<file path="config.mk">
export PLATFORM = sky130hd
export DESIGN_NAME = inst_fetch_unit
export DESIGN_NICKNAME = d
export VERILOG_FILES = /design/src/rtl/inst_fetch_unit.sv
export SDC_FILE = /design/constraint.sdc
export NUM_CORES = 1
export LEC_CHECK = 0
export BUFFER_PORTS_ARGS = -buffer_cell sky130_fd_sc_hd__buf_2
export CORE_UTILIZATION = 51
export CTS_CLUSTER_SIZE = 16
export DETAILED_ROUTE_END_ITERATION = 8
export PLACE_DENSITY_LB_ADDON = 0.08
export SETUP_SLACK_MARGIN = 0.1
export SKIP_LAST_GASP = 1
export SLEW_MARGIN = 20
export SYNTH_ARGS = -nofsm -noshare
export SYNTH_HDL_FRONTEND = slang
export SYNTH_SLANG_ARGS = --single-unit
export TNS_END_PERCENT = 30
</file>
<file path="constraint.sdc">
create_clock -name clk -period 5.45 [get_ports clk]
set_input_delay 1.635 -clock clk [delete_from_list [all_inputs] [get_ports clk]]
set_output_delay 1.635 -clock clk [all_outputs]
set_load 0.02 [all_outputs]
</file>
<file path="src/rtl/inst_fetch_unit.sv">
// Instruction fetch: holds the PC, issues one memory request at a time
// and hands fetched words to decode over a valid/ready handshake.
module inst_fetch_unit #(
  parameter int                ADDR_W   = 32,
  parameter logic [ADDR_W-1:0] RESET_PC = '0
) (
  input  logic              clk,
  input  logic              rst,
  output logic              imem_req,
  output logic [ADDR_W-1:0] imem_addr,
  input  logic              imem_ready,
  input  logic              imem_rvalid,
  input  logic [31:0]       imem_rdata,
  output logic              inst_valid,
  input  logic              inst_ready,
  output logic [31:0]       inst,
  output logic [ADDR_W-1:0] inst_pc,
  input  logic              redirect,
  input  logic [ADDR_W-1:0] redirect_pc,
  output logic [31:0]       fetch_count
);

  typedef enum logic [1:0] {
    S_IDLE,
    S_REQ,
    S_WAIT,
    S_OUT
  } state_t;

  localparam logic [31:0] NOP = 32'h0000_0013;

  state_t            state;
  logic [ADDR_W-1:0] pc;
  logic              discard;
  logic [ADDR_W-1:0] target;

  assign target    = {redirect_pc[ADDR_W-1:2], 2'b00};
  assign imem_req  = (state == S_REQ);
  assign imem_addr = pc;

  // Fetch sequencing; a redirect overrides every other event outside IDLE.
  // discard marks the single in-flight response as wrong-path.
  always_ff @(posedge clk or posedge rst) begin
    if (rst) begin
      state       <= S_IDLE;
      pc          <= RESET_PC;
      discard     <= 1'b0;
      inst_valid  <= 1'b0;
      inst        <= NOP;
      inst_pc     <= '0;
      fetch_count <= '0;
    end else begin
      case (state)
        S_IDLE: state <= S_REQ;
        S_REQ: begin
          if (redirect) begin
            pc         <= target;
            inst_valid <= 1'b0;
            if (imem_ready) begin
              discard <= 1'b1;
              state   <= S_WAIT;
            end
          end else if (imem_ready) begin
            state <= S_WAIT;
          end
        end
        S_WAIT: begin
          if (redirect) begin
            pc         <= target;
            inst_valid <= 1'b0;
            if (imem_rvalid) begin
              discard <= 1'b0;
              state   <= S_REQ;
            end else begin
              discard <= 1'b1;
            end
          end else if (imem_rvalid) begin
            if (discard) begin
              discard <= 1'b0;
              state   <= S_REQ;
            end else begin
              inst       <= imem_rdata;
              inst_pc    <= pc;
              inst_valid <= 1'b1;
              pc         <= pc + ADDR_W'(4);
              state      <= S_OUT;
            end
          end
        end
        S_OUT: begin
          if (redirect) begin
            pc         <= target;
            inst_valid <= 1'b0;
            state      <= S_REQ;
          end else if (inst_ready) begin
            inst_valid  <= 1'b0;
            fetch_count <= fetch_count + 32'd1;
            state       <= S_REQ;
          end
        end
        default: state <= S_IDLE;
      endcase
    end
  end

endmodule
</file>
# Word-level counts from Yosys, hierarchy flattened
# Index checks and enable logic that the tools add are counted.
[totals]
register_bits = 132
output_inout_bits = 130
elab_cells = 58
[op_classes]
add_sub_neg = 2
n_eq_ne = 10
mux = 26
n_bitwise = 2
n_reduce_logical = 11
[op_table]
columns = ["op", "count"]
rows = [
  ["32-bit two-way mux", 4],
  ["32-bit one-hot mux with 2 select lines", 1],
  ["32-bit by 1-bit adder with 32-bit output, second input constant", 1],
  ["32-bit by 3-bit adder with 32-bit output, second input constant", 1],
  ["2-bit two-way mux", 7],
  ["4-bit AND reduction", 3],
  ["1-bit two-way mux", 11],
  ["3-bit inequality test, second input constant", 3],
  ["2-bit one-hot mux with 4 select lines", 1],
  ["2-bit by 1-bit inequality test with 1-bit output, second input constant", 3],
  ["3-bit AND reduction", 2],
  ["5-bit AND reduction", 1],
  ["2-bit == test, second input constant", 2],
  ["2-bit nonzero test", 2],
  ["1-bit one-hot mux with 3 select lines", 1],
  ["3-bit nonzero test", 1],
  ["2-bit by 1-bit == test with 1-bit output, second input constant", 1],
  ["2-bit zero test", 1],
  ["2-bit inequality test, second input constant", 1],
  ["1-bit inverter", 2],
  ["1-bit one-hot mux with 2 select lines", 1],
  ["2-bit OR reduction", 1],
]

# Depth between registers and ports, before layout
[depth]
ltp_word = 5
mapped_depth = 9

# Least setup slack after synthesis
# OpenSTA, ideal clock, no wires.
[synth_path]
path_kind = "input-to-reg"
startpoint = "input redirect"
endpoint = "register pc[28], in the netlist imem_addr[28]"
setup_ps = 70
arrival_ps = 3010
required_time_ps = 5380
slack_ps = 2370
stages = 6
path_buffers = 2
cell_sequence = "buf_6 or3_4 buf_6 a2111oi_4 or4b_1 nand3_1"
[synth_via]
elab_chain_len = 2
word_cells_on_any_way = 6
classes_between = "eq/ne: 3; mux: 2; reduce/logical: 1"
[synth_rtl]
columns = ["element", "line", "rtl"]
rows = [
  ["start, declared", "18", "input logic redirect,"],
  ["3-bit inequality test (no line) (tied with other cells)", "--", ""],
  ["4-bit AND reduction (no line) or 32-bit one-hot mux with 2 select lines (tied branches)", "--", ""],
  ["end signal, assigned", "57", "pc <= target;"],
  ["end signal, assigned", "69", "pc <= target;"],
  ["end signal, assigned", "85", "pc <= pc + ADDR_W'(4);"],
  ["end, declared", "33", "logic [ADDR_W-1:0] pc;"],
]
# Several ways; a longest one is shown, not always the timed one.
# A chain may end at the register's enable or synchronous reset.

# Worst setup path after layout
[layout_path]
startpoint = "register state[1]"
endpoint = "output imem_req"
[layout_via]
elab_chain_len = 1
[layout_rtl]
columns = ["element", "line", "rtl"]
rows = [
  ["start, declared", "32", "state_t state;"],
  ["start signal, assigned", "45", "state <= S_IDLE;"],
  ["start signal, assigned", "54", "S_IDLE: state <= S_REQ;"],
  ["start signal, assigned", "61", "state <= S_WAIT;"],
  ["2-bit by 1-bit == test with 1-bit output", "38", "assign imem_req = (state == S_REQ);"],
  ["end, declared", "9", "output logic imem_req,"],
]
# No other way between the ends.

==> flow_summary_export.csv <==
group,metric,value,unit
synthesis,syn_inst,545,
synthesis,ys_ff_latch,128,
floorplanning,die-area,12620,µm²
synthesis,syn_area_per_cell,11.39,µm²
sta,rsz0062_at_grt,"no",
critical_path,endpoint_kind,"output port",
layout,utilization,0.6718,
run,drv_cap,0,
sta,final-hold-violation-count,0,
power_and_ir_drop,peakVddDrop,0.3138,mV
clock_tree,cts_htree_levels,4,
floorplanning,die_width,112.3,µm
clock_tree,root_buffer,"clkbuf_16",
synthesis,synth_warnings,0,
run_status,status,"finished with violations",
hold_path,hold_depth,1,
hold_path,hold_path.class,"register to register",
layout,fill_cells,914,
clock_tree,cts_buffers,17,
detailed_routing,wl,15170,µm
floorplanning,die_h,112.3,µm
clock_tree,cts_hold_buf,0,
hold_path,min_to,"fetch_count[15]",
power_and_ir_drop,total_power,4.273,mW
sta,max-slew-margin-rel,0.3204,
sta,period_minus_slack,3.194,ns
layout,syn_to_final_growth,26.20,%
global_route,overflow,0,
synthesis,synthArstFlopShare,1.000,
synthesis,ys.flop_type,"dfrtp_1",
sta,fmax,313.0,MHz
clock_tree,cts_buffer_depth,2,
sta,tns,0,ns
placed_design,gp_congestion,0.8123,
placed_design,portBuffers,193,
sta,hold_ws,0.4959,ns
critical_path,path_max_fanout,8,
critical_path,critPathArrivalTime,1.56,ns
critical_path,worstReg2RegStart,"state[0]",
critical_path,worst-setup-path-type,"register to output port",
critical_path,rrSetupSlack,2.88,ns
synthesis,synth-simple-area-share,0.1562,
sta,min_period_over_period,0.5861,
synthesis,muxShareOfSynthArea,0.1372,
clock_tree,cts_sinks,128,
synthesis,syn_area,6208,µm²
detailed_routing,vias,5121,
floorplanning,io_pins,200,
power_and_ir_drop,power_density,545.4,nW/µm²
detailed_routing,drt_iter0_drc,258,
layout,final_nets,809,
placed_design,placedInstanceArea,7281,µm²
placed_design,dp_hpwl,10480,µm
clock_tree,post_cts_buffers,0,
synthesis,synth_edf_count,0,
layout,layout_commonest_cell,"buf_2",
synthesis,yosys.area_share.xor_xnor,0.04373,
clock_tree,cts_tree,"built",
global_route,grt_util_all_layers,0.2534,
critical_path,r2r_end,"imem_addr[4]",
layout,num_antenna_cells,0,
global_route,grt_pass1_vias,5067,
detailed_routing,postRouteAntennaNets,0,
sta,setup_viol,0,
layout,final_cell_mix,"buf_2, dfrtp_1, mux2_2, nand2_1, nand3_1",
sta,tightest_slew,1.017,ns
critical_path,start_kind,"register",
clock_tree,clk_latency,0.42,ns
synthesis,yosys.area_share.adder,0.01411,
critical_path,critical_path_required,3.82,ns
global_route,grt_pass1_wl,25000,µm
sta,finClkSkew,0.006536,ns
layout,drive_gt1_frac,0.4067,
detailed_routing,firstDrtPassIters,7,
global_route,antenna_found_initial,0,
synthesis,synth_compound_area_frac,0.09815,
clock_tree,clkTransAtPathRegs,0.05,ns
clock_tree,ctsResizeCount,0,
floorplanning,core,11660,µm²
floorplanning,fp-row-count,39,
detailed_routing,viasPerCell,5.767,
detailed_routing,wire_per_inst,17.08,µm
synthesis,ys_seq_area_frac,0.5165,
synthesis,ys_types,61,
run_status,violations,"DRC",
hold_path,hp-start,"fetch_count[15]",
layout,final_area,7835,µm²
synthesis,synth_top_family_by_area,"simple AND/OR/NAND/NOR gates",
detailed_routing,drcViolationCount,14,
power_and_ir_drop,leakagePower,3.879,nW
floorplanning,initial_core_util,0.5323,
sta,maxSlewViolCount,0,
critical_path,r2r_cells,7,
global_route,grt_max_degree,73,
-- stage by stage --
step / instances / setup WS [ns]
CTS: 888 / 2.215
detailed placement: 856 / 1.746
finish: 888 / 2.256
global route: 888 / 2.114
global placement: 856 / 1.859
floorplan: 548 / 0.4073
-- worst max path at each step --
stage | end | startpoint | cells after the start | slack [ns]
floorplan | discard | rst | 1 | 0.41
global placement | inst_pc[26] | imem_rvalid | 5 | 1.86
detailed placement | imem_addr[20] | redirect | 6 | 1.75
CTS | imem_addr[20] | redirect | 6 | 2.21
global route | imem_addr[4] | redirect | 6 | 2.11
finish | imem_req | state[1] | 3 | 2.26
-- cell families after synthesis --
group | count (synthesis)
xor gates and xnor gates | 31
and+or+nand+nor | 176
muxes | 77
adders and majority gates | 7
buffers and inverters | 43
AOI/OAI and AO/OA | 82
other | 1
DFF | 128
-- layout make-up --
type                       instances  area (µm²)  area share
inverter                           8       32.53    0.004152
multi-input combinational        377        2838      0.3622
timing repair buffer             200        1031      0.1316
tap                              143       178.9     0.02284
clock inverter                     7       62.56    0.007985
sequential                       128        3207      0.4093
clock buffer                      25       485.5     0.06196
-- per-layer routing --
| metal | part of all wire | track usage | wire length (µm) |
|---|---|---|---|
| met5 | 0 | 0 | 0 |
| met4 | 0.016 | 0.1031 | 240 |
| met3 | 0.069 | 0.07127 | 1048 |
| met2 | 0.48 | 0.4062 | 7304 |
| met1 | 0.43 | 0.3259 | 6573 |
-- cells in the mapped netlist, drive strengths merged, types with 2 or more instances --
library cell	number	area, µm²
dfrtp	125	3128
nor2	22	82.58
nand3	31	155.2
inv	8	30.03
a2bb2oi	4	35.03
and4	10	87.58
mux2i	12	120.1
dfstp	3	78.83
a2111oi	2	36.29
or3	5	36.28
nor4	6	37.54
xor2	3	26.28
o211ai	7	52.55
o22ai	5	31.28
nor2b	4	25.02
xnor2	28	245.2
o21ai	12	60.06
a22o	3	26.28
nand4	22	137.6
or4	2	15.01
nand2	32	120.1
buf	20	121.4
o32ai	2	17.52
nand2b	7	43.79
nor3	8	40.04
ha	7	87.58
a31oi	4	25.02
a21oi	13	68.82
o311ai	2	17.52
mux2	65	732.0
or4b	2	20.02
a211oi	6	45.04
nand3b	2	15.01
and2	7	43.79
clkbuf	15	56.30
a41o	2	20.02
nand4b	2	17.52
and3	12	75.07
a311oi	8	70.07
-- report_power, final --
group	total [mW]	internal, mW	switching [mW]	leakage (nW)
sequential	1.59	1.27	0.315	1.67
combinational	1.63	0.639	0.993	1.94
clock	1.05	0.658	0.393	0.271
total	4.27	2.57	1.70	3.88
-- critical path: stages, from the launching register on --
cell	delay (ns)
dfrtp_1	0.40
inv_1	0.13
ha_1	0.38
buf_2	0.23
-- flip-flops by register name, summed over array words and instances, names as in the netlist --
signal / count
fetch_count: 32
inst: 32
imem_addr: 30
inst_pc: 30
state: 2
discard: 1
inst_valid: 1
Note: power is estimated with default switching activity, not from simulation.
